$ cat src/rtl/cheri_cap_pkg.sv
// Purpose: shared capability-image word layout, load fault codes and sequencer states.
// Latency: none, declarations only.
// Backpressure: none.
package cheri_cap_pkg;

    // Word index of each field inside the 12-word capability image.
    localparam logic [3:0] CAP_W_BASE_LO  = 4'd0;
    localparam logic [3:0] CAP_W_BASE_HI  = 4'd1;
    localparam logic [3:0] CAP_W_LEN_LO   = 4'd2;
    localparam logic [3:0] CAP_W_LEN_HI   = 4'd3;
    localparam logic [3:0] CAP_W_CUR_LO   = 4'd4;
    localparam logic [3:0] CAP_W_CUR_HI   = 4'd5;
    localparam logic [3:0] CAP_W_PERMS    = 4'd6;
    localparam logic [3:0] CAP_W_PERMS_HI = 4'd7;
    localparam logic [3:0] CAP_W_ATTR     = 4'd8;
    localparam logic [3:0] CAP_W_ATTR_HI  = 4'd9;
    localparam logic [3:0] CAP_W_TAG      = 4'd10;
    localparam logic [3:0] CAP_W_TAG_HI   = 4'd11;
    localparam logic [3:0] CAP_WORDS      = 4'd12;

    typedef enum logic [2:0] {
        CLD_F_NONE = 3'd0,
        CLD_F_TAG  = 3'd1,
        CLD_F_PERM = 3'd2,
        CLD_F_LO   = 3'd3,
        CLD_F_HI   = 3'd4,
        CLD_F_MALF = 3'd5
    } cld_fault_e;

    typedef enum logic [2:0] {
        CLD_IDLE  = 3'd0,
        CLD_CHECK = 3'd1,
        CLD_ISSUE = 3'd2,
        CLD_WAIT  = 3'd3,
        CLD_WB    = 3'd4,
        CLD_FAULT = 3'd5,
        CLD_DRAIN = 3'd6
    } cld_state_e;

endpackage

$ cat src/rtl/cheri_bounds_chk.sv
// Purpose: tag / permission / bounds check of an access through an authorising capability.
// Latency: combinational.
// Backpressure: none.
// Ports: tag, perms, base, len -> authorising CR; addr -> first word of access;
//        code -> first failing check in priority order tag, perm, low bound, high bound.
module cheri_bounds_chk
    import cheri_cap_pkg::*;
#(
    parameter int ADDR_W       = 48,
    parameter int PERM_BIT     = 3,
    parameter int ACCESS_WORDS = 12
) (
    input  logic              tag,
    input  logic [23:0]       perms,
    input  logic [ADDR_W-1:0] base,
    input  logic [ADDR_W-1:0] len,
    input  logic [ADDR_W-1:0] addr,
    output cld_fault_e        code
);

    // One extra bit so neither the limit nor the access end can wrap.
    logic [ADDR_W:0] limit;
    logic [ADDR_W:0] acc_end;

    always_comb begin
        limit   = {1'b0, base} + {1'b0, len};
        acc_end = {1'b0, addr} + (ADDR_W+1)'(ACCESS_WORDS);
        code    = CLD_F_NONE;
        if (!tag)
            code = CLD_F_TAG;
        else if (!perms[PERM_BIT])
            code = CLD_F_PERM;
        else if (addr < base)
            code = CLD_F_LO;
        else if (acc_end > limit)
            code = CLD_F_HI;
    end

endmodule

$ cat src/rtl/cheri_cld_seq.sv
// Purpose: capability-load sequencer: check, read 12 image words, reassemble, write back.
// Latency: 26 cycles start->ow_wb_valid with 1-cycle grant and 1-cycle rvalid; faults pulse 2 cycles after start.
// Backpressure: ow_mem_req/addr hold until iw_mem_gnt; result held in WB until iw_wb_ready.
// Ports: iw_start/iw_auth_*/iw_imm request; ow_mem_*/iw_mem_* single-outstanding read port;
//        ow_wb_valid/iw_wb_ready + ow_cap_* result; ow_fault/ow_fault_code cause pulse; ow_busy.
// Build option: CHERI_CLD_STRICT_EN turns a malformed image into fault code 5 instead of a cleared tag.
module cheri_cld_seq
    import cheri_cap_pkg::*;
#(
    parameter int ADDR_W = 48,
    parameter int DATA_W = 24,
    parameter int LC_BIT = 3,
    parameter int LT_BIT = 4
) (
    input  logic              iw_clk,
    input  logic              iw_rst_n,
    input  logic              iw_start,
    input  logic [ADDR_W-1:0] iw_auth_base,
    input  logic [ADDR_W-1:0] iw_auth_len,
    input  logic [ADDR_W-1:0] iw_auth_cur,
    input  logic [23:0]       iw_auth_perms,
    input  logic              iw_auth_tag,
    input  logic [9:0]        iw_imm,
    input  logic              iw_flush,
    output logic              ow_mem_req,
    output logic [ADDR_W-1:0] ow_mem_addr,
    input  logic              iw_mem_gnt,
    input  logic              iw_mem_rvalid,
    input  logic [DATA_W-1:0] iw_mem_rdata,
    output logic              ow_wb_valid,
    input  logic              iw_wb_ready,
    output logic [ADDR_W-1:0] ow_cap_base,
    output logic [ADDR_W-1:0] ow_cap_len,
    output logic [ADDR_W-1:0] ow_cap_cur,
    output logic [23:0]       ow_cap_perms,
    output logic [23:0]       ow_cap_attr,
    output logic              ow_cap_tag,
    output logic              ow_fault,
    output logic [2:0]        ow_fault_code,
    output logic              ow_busy
);

`ifdef CHERI_CLD_STRICT_EN
    localparam bit STRICT = 1'b1;
`else
    localparam bit STRICT = 1'b0;
`endif

    cld_state_e        state;
    logic [3:0]        cnt_q;
    logic [ADDR_W-1:0] auth_base_q, auth_len_q, auth_cur_q, eff_q;
    logic [23:0]       auth_perms_q;
    logic              auth_tag_q;
    logic [9:0]        imm_q;
    logic              tag_bit_q;
    logic              malf_q;
    logic              malf_word;
    logic              malf_now;
    logic [ADDR_W-1:0] eff;
    cld_fault_e        chk_code;

    assign eff      = auth_cur_q + {{(ADDR_W-10){imm_q[9]}}, imm_q};
    assign malf_now = malf_q | malf_word;

    cheri_bounds_chk #(
        .ADDR_W       (ADDR_W),
        .PERM_BIT     (LC_BIT),
        .ACCESS_WORDS (int'(CAP_WORDS))
    ) u_chk (
        .tag   (auth_tag_q),
        .perms (auth_perms_q),
        .base  (auth_base_q),
        .len   (auth_len_q),
        .addr  (eff),
        .code  (chk_code)
    );

    // Padding words and the upper bits of the tag word must read as zero.
    always_comb begin
        malf_word = 1'b0;
        case (cnt_q)
            CAP_W_PERMS_HI, CAP_W_ATTR_HI, CAP_W_TAG_HI: malf_word = |iw_mem_rdata;
            CAP_W_TAG:                                   malf_word = |iw_mem_rdata[DATA_W-1:1];
            default:                                     malf_word = 1'b0;
        endcase
    end

    always_ff @(posedge iw_clk or negedge iw_rst_n) begin
        if (!iw_rst_n) begin
            state         <= CLD_IDLE;
            cnt_q         <= 4'd0;
            auth_base_q   <= '0;
            auth_len_q    <= '0;
            auth_cur_q    <= '0;
            auth_perms_q  <= '0;
            auth_tag_q    <= 1'b0;
            imm_q         <= '0;
            eff_q         <= '0;
            tag_bit_q     <= 1'b0;
            malf_q        <= 1'b0;
            ow_mem_req    <= 1'b0;
            ow_mem_addr   <= '0;
            ow_wb_valid   <= 1'b0;
            ow_cap_base   <= '0;
            ow_cap_len    <= '0;
            ow_cap_cur    <= '0;
            ow_cap_perms  <= '0;
            ow_cap_attr   <= '0;
            ow_cap_tag    <= 1'b0;
            ow_fault      <= 1'b0;
            ow_fault_code <= '0;
            ow_busy       <= 1'b0;
        end else begin
            ow_fault <= 1'b0;
            case (state)
                CLD_IDLE: begin
                    if (iw_start) begin
                        auth_base_q  <= iw_auth_base;
                        auth_len_q   <= iw_auth_len;
                        auth_cur_q   <= iw_auth_cur;
                        auth_perms_q <= iw_auth_perms;
                        auth_tag_q   <= iw_auth_tag;
                        imm_q        <= iw_imm;
                        ow_busy      <= 1'b1;
                        state        <= CLD_CHECK;
                    end
                end
                CLD_CHECK: begin
                    if (iw_flush) begin
                        ow_busy <= 1'b0;
                        state   <= CLD_IDLE;
                    end else if (chk_code != CLD_F_NONE) begin
                        ow_fault      <= 1'b1;
                        ow_fault_code <= chk_code;
                        state         <= CLD_FAULT;
                    end else begin
                        eff_q        <= eff;
                        cnt_q        <= 4'd0;
                        malf_q       <= 1'b0;
                        tag_bit_q    <= 1'b0;
                        ow_cap_base  <= '0;
                        ow_cap_len   <= '0;
                        ow_cap_cur   <= '0;
                        ow_cap_perms <= '0;
                        ow_cap_attr  <= '0;
                        ow_cap_tag   <= 1'b0;
                        ow_mem_req   <= 1'b1;
                        ow_mem_addr  <= eff;
                        state        <= CLD_ISSUE;
                    end
                end
                CLD_ISSUE: begin
                    // A grant in the flush cycle still leaves a response in flight.
                    if (iw_mem_gnt) begin
                        ow_mem_req <= 1'b0;
                        state      <= iw_flush ? CLD_DRAIN : CLD_WAIT;
                    end else if (iw_flush) begin
                        ow_mem_req <= 1'b0;
                        ow_busy    <= 1'b0;
                        state      <= CLD_IDLE;
                    end
                end
                CLD_WAIT: begin
                    if (iw_flush) begin
                        // A response arriving with the flush is simply dropped.
                        ow_busy <= ~iw_mem_rvalid;
                        state   <= iw_mem_rvalid ? CLD_IDLE : CLD_DRAIN;
                    end else if (iw_mem_rvalid) begin
                        malf_q <= malf_now;
                        case (cnt_q)
                            CAP_W_BASE_LO: ow_cap_base[DATA_W-1:0]      <= iw_mem_rdata;
                            CAP_W_BASE_HI: ow_cap_base[ADDR_W-1:DATA_W] <= iw_mem_rdata[ADDR_W-DATA_W-1:0];
                            CAP_W_LEN_LO:  ow_cap_len[DATA_W-1:0]       <= iw_mem_rdata;
                            CAP_W_LEN_HI:  ow_cap_len[ADDR_W-1:DATA_W]  <= iw_mem_rdata[ADDR_W-DATA_W-1:0];
                            CAP_W_CUR_LO:  ow_cap_cur[DATA_W-1:0]       <= iw_mem_rdata;
                            CAP_W_CUR_HI:  ow_cap_cur[ADDR_W-1:DATA_W]  <= iw_mem_rdata[ADDR_W-DATA_W-1:0];
                            CAP_W_PERMS:   ow_cap_perms                 <= iw_mem_rdata[23:0];
                            CAP_W_ATTR:    ow_cap_attr                  <= iw_mem_rdata[23:0];
                            CAP_W_TAG:     tag_bit_q                    <= iw_mem_rdata[0];
                            default: ;
                        endcase
                        if (cnt_q == CAP_W_TAG_HI) begin
                            if (STRICT && malf_now) begin
                                ow_fault      <= 1'b1;
                                ow_fault_code <= CLD_F_MALF;
                                state         <= CLD_FAULT;
                            end else begin
                                ow_cap_tag  <= tag_bit_q & ~malf_now & auth_perms_q[LT_BIT];
                                ow_wb_valid <= 1'b1;
                                state       <= CLD_WB;
                            end
                        end else begin
                            cnt_q       <= cnt_q + 4'd1;
                            ow_mem_req  <= 1'b1;
                            ow_mem_addr <= eff_q + {{(ADDR_W-4){1'b0}}, cnt_q + 4'd1};
                            state       <= CLD_ISSUE;
                        end
                    end
                end
                CLD_WB: begin
                    if (iw_wb_ready || iw_flush) begin
                        ow_wb_valid <= 1'b0;
                        ow_busy     <= 1'b0;
                        state       <= CLD_IDLE;
                    end
                end
                CLD_FAULT: begin
                    ow_fault_code <= '0;
                    ow_busy       <= 1'b0;
                    state         <= CLD_IDLE;
                end
                CLD_DRAIN: begin
                    if (iw_mem_rvalid) begin
                        ow_busy <= 1'b0;
                        state   <= CLD_IDLE;
                    end
                end
                default: begin
                    ow_busy <= 1'b0;
                    state   <= CLD_IDLE;
                end
            endcase
        end
    end

endmodule

$ cat config.mk
export PLATFORM = sky130hd
export DESIGN_NAME = cheri_cld_seq
export DESIGN_NICKNAME = d
export VERILOG_FILES = /design/src/rtl/cheri_cap_pkg.sv /design/src/rtl/cheri_bounds_chk.sv /design/src/rtl/cheri_cld_seq.sv
export SDC_FILE = /design/constraint.sdc
export NUM_CORES = 1
export LEC_CHECK = 0
export ABC_AREA = 1
export CORE_UTILIZATION = 50
export DETAILED_ROUTE_END_ITERATION = 8
export GPL_TIMING_DRIVEN = 0
export PLACE_DENSITY = 0.74
export REMOVE_ABC_BUFFERS = 1
export SYNTH_ARGS = -nofsm -noshare
export SYNTH_HDL_FRONTEND = slang
export SYNTH_HIERARCHICAL = 1
export SYNTH_SLANG_ARGS = --single-unit
$ cat constraint.sdc
create_clock -name iw_clk -period 17.2 [get_ports iw_clk]
set_clock_uncertainty 0.1 [all_clocks]
set_input_delay 2.58 -clock iw_clk [delete_from_list [all_inputs] [get_ports iw_clk]]
set_output_delay 2.58 -clock iw_clk [all_outputs]
set_load 0.005 [all_outputs]
# Word-level counts from Yosys, hierarchy flattened
# Cells that the tools add are included.
# totals
ff_bits	465
in_bits	210
output_inout_bits	248
word_cells	205
# op_classes
n_addsub	5
magnitude_cmp	2
n_eq_ne	40
n_mux	95
bitwise	7
reduce_logical	30
# ops
op	n
2-to-1 mux 48 bit	13
one-hot mux 48 bit (2 select lines)	4
2-to-1 mux 24 bit	14
one-hot mux 24 bit (2 select lines)	2
AND reduction 6 bit	11
2-to-1 mux 3 bit	18
adder 48 x 4 -> 49 bit (second input constant)	1
adder 48 x 48 -> 49 bit	1
> comparator 49 bit	1
adder 48 x 4 -> 48 bit	1
adder 48 bit	1
less-than comparator 48 bit	1
2-to-1 mux 1 bit	29
inequality test 2 bit (second input constant)	12
OR reduction 24 bit	1
OR reduction 23 bit	1
2-to-1 mux 4 bit	5
AND reduction 5 bit	4
inequality test 2 x 1 -> 1 bit (second input constant)	9
one-hot mux 3 bit (6 select lines)	1
equality test 4 x 3 -> 1 bit (second input constant)	4
equality test 4 bit (second input constant)	4
one-hot mux 1 bit (2 select lines)	5
equality test 3 bit (second input constant)	3
other kinds (22)	33

# Longest topological paths before layout
# depth
depth_word	11
depth_mapped	46
mapped_depth_nobuf	45

# Cells and area by module
# Netlist, hierarchy kept.
# modules_own_cells
module	instances	cells_per_inst	area_per_inst_um2	seq_area_each_um2
cheri_cld_seq	1	2778	25896.1	12111.6
cheri_bounds_chk	1	1330	7229.4	0.0

# Worst setup path after synthesis
# Ideal clock, no wire load.
# synth_timing
path_kind	reg2reg
from	register imm_q[9]
to	register ow_cap_attr[10]
setup_time_ps	125
t_arrival_ps	5509
required_time_ps	16975
slack_ps	11466
path_stages_with_launch	36
path_buffers	2
period_less_slack_ps	5734
cell_sequence	dfrtp_1 > ha_1 > nand2_1 > inv_1 > nand2_1 > nand2_1 > inv_1 > nand3_1 > xor2_1 > nand2_1 > inv_2 > nand3_1 > or2_1 > nor2_4 > nand3_2 > nor2_2 > xnor2_1 > inv_1 > ha_1 > nand2_1 > nor2_1 > nand2_1 > nor4_1 > a21oi_1 > nand2_1 > nor2_1 > inv_1 > nand3_1 > nand2_4 > nand2_2 > inv_2 > nand3_4 > buf_12 > a21oi_4 > buf_12 > mux2_4
# synth_via
elab_chain_len	10
word_cells_on_any_way	11
cone_classes	add/sub: 2; order compare: 2; eq/ne: 1; mux: 4; reduce/logical: 2
# synth_lines
element	line_no	source
start, declared	cheri_cld_seq.sv:54	logic [9:0] imm_q;
start signal, assigned	cheri_cld_seq.sv:123	imm_q <= iw_imm;
adder 48 bit (*)	cheri_cld_seq.sv:62	assign eff = auth_cur_q + {{(ADDR_W-10){imm_q[9]}}, imm_q};
net eff[11]	cheri_cld_seq.sv:59	logic [ADDR_W-1:0] eff;
adder 48 x 4 -> 49 bit	cheri_bounds_chk.sv:27	acc_end = {1'b0, addr} + (ADDR_W+1)'(ACCESS_WORDS);
> comparator 49 bit	cheri_bounds_chk.sv:35	else if (acc_end > limit)
2-to-1 mux 3 bit	cheri_bounds_chk.sv:35	
2-to-1 mux 3 bit (*)	cheri_bounds_chk.sv:33	else if (addr < base)
2-to-1 mux 3 bit (*)	cheri_bounds_chk.sv:31	else if (!perms[PERM_BIT])
2-to-1 mux 3 bit (*)	cheri_bounds_chk.sv:29	if (!tag)
net chk_code[2]	cheri_cld_seq.sv:60	cld_fault_e chk_code;
nonzero test 3 bit (*)	cheri_cld_seq.sv:132	end else if (chk_code != CLD_F_NONE) begin
inequality test 2 bit (no source line) (*)	-	
AND reduction 6 bit (no source line) (*)	-	
end signal, assigned	cheri_cld_seq.sv:178	CAP_W_ATTR: ow_cap_attr <= iw_mem_rdata[23:0];
end, declared	cheri_cld_seq.sv:36	output logic [23:0] ow_cap_attr,
# The timed path passes the listed nets; every way through them passes the cells marked *.
# A chain may end at the register's enable or synchronous reset.

# Worst setup path in the final report
# layout_timing
from	register imm_q[9]
to	register ow_mem_addr[18]
# layout_via
elab_chain_len	10
word_cells_on_any_way	14
cone_classes	add/sub: 2; order compare: 2; eq/ne: 1; mux: 7; reduce/logical: 2
# layout_lines
element	line_no	source
adder 48 bit (*)	cheri_cld_seq.sv:62	
net eff[20]	cheri_cld_seq.sv:59	
adder 48 x 4 -> 49 bit	cheri_bounds_chk.sv:27	
> comparator 49 bit	cheri_bounds_chk.sv:35	
2-to-1 mux 3 bit	cheri_bounds_chk.sv:35	
2-to-1 mux 3 bit (*)	cheri_bounds_chk.sv:33	
2-to-1 mux 3 bit (*)	cheri_bounds_chk.sv:31	
2-to-1 mux 3 bit (*)	cheri_bounds_chk.sv:29	
net chk_code[2]	cheri_cld_seq.sv:60	
nonzero test 3 bit (*)	cheri_cld_seq.sv:132	
inequality test 2 bit (no source line) (*)	-	
AND reduction 6 bit (no source line) (*)	-	
end signal, assigned	cheri_cld_seq.sv:195	ow_mem_addr <= eff_q + {{(ADDR_W-4){1'b0}}, cnt_q + 4'd1};
end, declared	cheri_cld_seq.sv:26	output logic [ADDR_W-1:0] ow_mem_addr,
# The timed path passes the listed nets; every way through them passes the cells marked *. The select of a mux whose other input is x is not followed.

==> flow_summary.toml <==
[cts]
worst_path_clk_slew_ps = 60
postCtsResizedCells = 0
cts_sinks = 462
cts_tree = "done"
h-tree-depth = 2
clock_path_buffers = 3
cts-root-buf = "clkbuf_16"
cts-buffers-inserted = 51
buffers_inserted_by_post_cts_timing_repair = 0
clk_latency_ps = 640
cts.hold.buffers_added = 0

[global_routing]
grt_pass1_vias = 28098
grt_start_max_net_pins = 121
global_route_wire_length_before_repair_um = 163500
grt-ovfl-total = 0
globalRouteTotalUtil_pct = 32.25
initial_antenna_violation_count = 6

[final_layout]
nNetsFinal = 4914
layout.area.seq_um2 = 11560
multi_input_area_um2 = 17890
layout.core_utilization_pct = 62.22
flow.area_growth_from_synthesis_pct = 22.10
drive_above_1_share_pct = 11.40
fillCellCount = 5638
finish.instance_area_um2 = 39460

[route]
ant_nets = 0
wl_per_cell_um = 19.72
drcViolationCount = 0
drt_iter0_markers = 2185
finalWirelength_um = 106400
avgViaCountPerCell = 5.328
routed-via-count = 28738
dr.pass1.iters = 6

[setup_path]
crit_required_ps = 17660
path_max_fanout = 49
critPathKind = "flop to flop"
rrSetupSlack_ps = 8920
critical_path.max_stage_delay_ps = 780
endpoint_kind = "flop"
critical_path_arrival_ps = 8740
startpoint_type = "flop"
critPathMostFrequentCell = "nand2_1"
crit_slowest_cell = "xor2_1"

[sta]
drv_slew = 0
max_freq_mhz = 120.7
timing.slew.headroom_pct = 9.209
period_share_pct = 48.15
final-hold-violation-count = 0
post-route-worst-setup-slack_ps = 8918
max_slew.worst_pin.slew_ps = 1359
unrepaired_setup_endpoints_after_global_routing = "false"
min_period_ps = 8282
setup-violations-final = 0
final.hold.worst_slack_ps = 377.4

[placed_design]
placedInstanceArea_um2 = 37520
place.gp.congestion = 1.008
io_buffer_count = 435
dp_slack_ps = 8609
detail_placement_hpwl_um = 84480

[floorplan]
placeableCoreArea_um2 = 63430
starting_utilization_of_the_core_area_pct = 50.96
io-pin-count = 458
std_cell_rows = 92
die_area_um2 = 65660
die_extent_in_x_um = 256.3
die-height_um = 256.3

[run_status]
outcome = "finished clean"

[yosys]
post_synth.cell_area_avg_um2 = 7.955
syn_inst = 4063
yosysWarningCount = 6
synthesis.area_um2 = 32320

[worst_hold_path]
min_path_type = "flop to flop"

[run]
drv_cap = 0
## cell usage in the layout (no fill, tap or decap), drive strengths merged, types with 2 or more instances in the layout
| master | count |
|---|---|
| inv | 614 |
| or2 | 6 |
| o21a | 5 |
| clkinv | 14 |
| nor2 | 356 |
| fa | 3 |
| o22ai | 3 |
| a21oi | 154 |
| diode | 6 |
| and3 | 2 |
| bufinv | 8 |
| o221ai | 3 |
| a31oi | 3 |
| o21ai | 142 |
| nand2 | 1217 |
| nand3b | 12 |
| o21bai | 10 |
| nand4 | 66 |
| a21o | 4 |
| clkdlybuf4s50 | 434 |
| nor4 | 10 |
| o211ai | 4 |
| dfrtp | 462 |
| mux2 | 348 |
| buf | 20 |
| nand3 | 214 |
| xor2 | 52 |
| nor3 | 47 |
| xnor2 | 43 |
| ha | 200 |
| and2 | 11 |
| clkbuf | 67 |
## worst paths after layout
kind,endpoint,start,cells past startpoint
worst max-delay path,ow_mem_addr[18],imm_q[9],33
worst min-delay path,ow_mem_addr[47],ow_mem_addr[47],2
worst max register to register,ow_mem_addr[18],imm_q[9],33
worst min register to register,ow_mem_addr[47],ow_mem_addr[47],2
max in group asynchronous,ow_cap_perms[14],iw_rst_n,3
min in group asynchronous,auth_base_q[8],iw_rst_n,1
## flip-flops by register name, summed over array words and instances, names as in the netlist, 10 cells and up
register and count:
eff_q 48, auth_cur_q 48, ow_mem_addr 48, imm_q 10
ow_cap_base 48, ow_cap_attr 24, auth_base_q 48, ow_cap_perms 24
auth_len_q 48, ow_cap_cur 48, ow_cap_len 48
## area by class of cell
cell class / count / area share, %
clock inverters: 27 / 1.059
flip-flops and latches: 462 / 29.30
multi-input cells: 2922 / 45.33
inverters: 610 / 5.802
clock buffers: 67 / 3.589
diodes: 6 / 0.03805
well taps: 846 / 2.682
repair buffers: 454 / 12.20
## layer usage
metal	part of all wire, %	track usage, %	vias up
met5	0	0	-
met4	5.1	15.25	0
met3	5.8	3.559	238
met2	47	54.07	987
met1	42	41.61	13570
li1	-	-	13943
## metrics by stage
stage / setup TNS [ps] / cells
detailed placement: 0 / 5290
finish: 0 / 5394
floorplan: 0 / 3994
global route: 0 / 5394
global placement: -3373320 / 5275
CTS: 0 / 5384
## worst max-delay path: cells and delay by family (launching register included)
| kind | cells | cell delay, ps |
|---|---|---|
| AOI/OAI and AO/OA | 5 | 1250 |
| xor gates and xnor gates | 2 | 980 |
| adders and majority gates | 2 | 840 |
| buffers and inverters | 4 | 880 |
| DFF | 1 | 690 |
| and+or+nand+nor | 20 | 3400 |
Power is not shown: default switching activity piles up to over one toggle a cycle in this logic, so the estimate is an artifact.
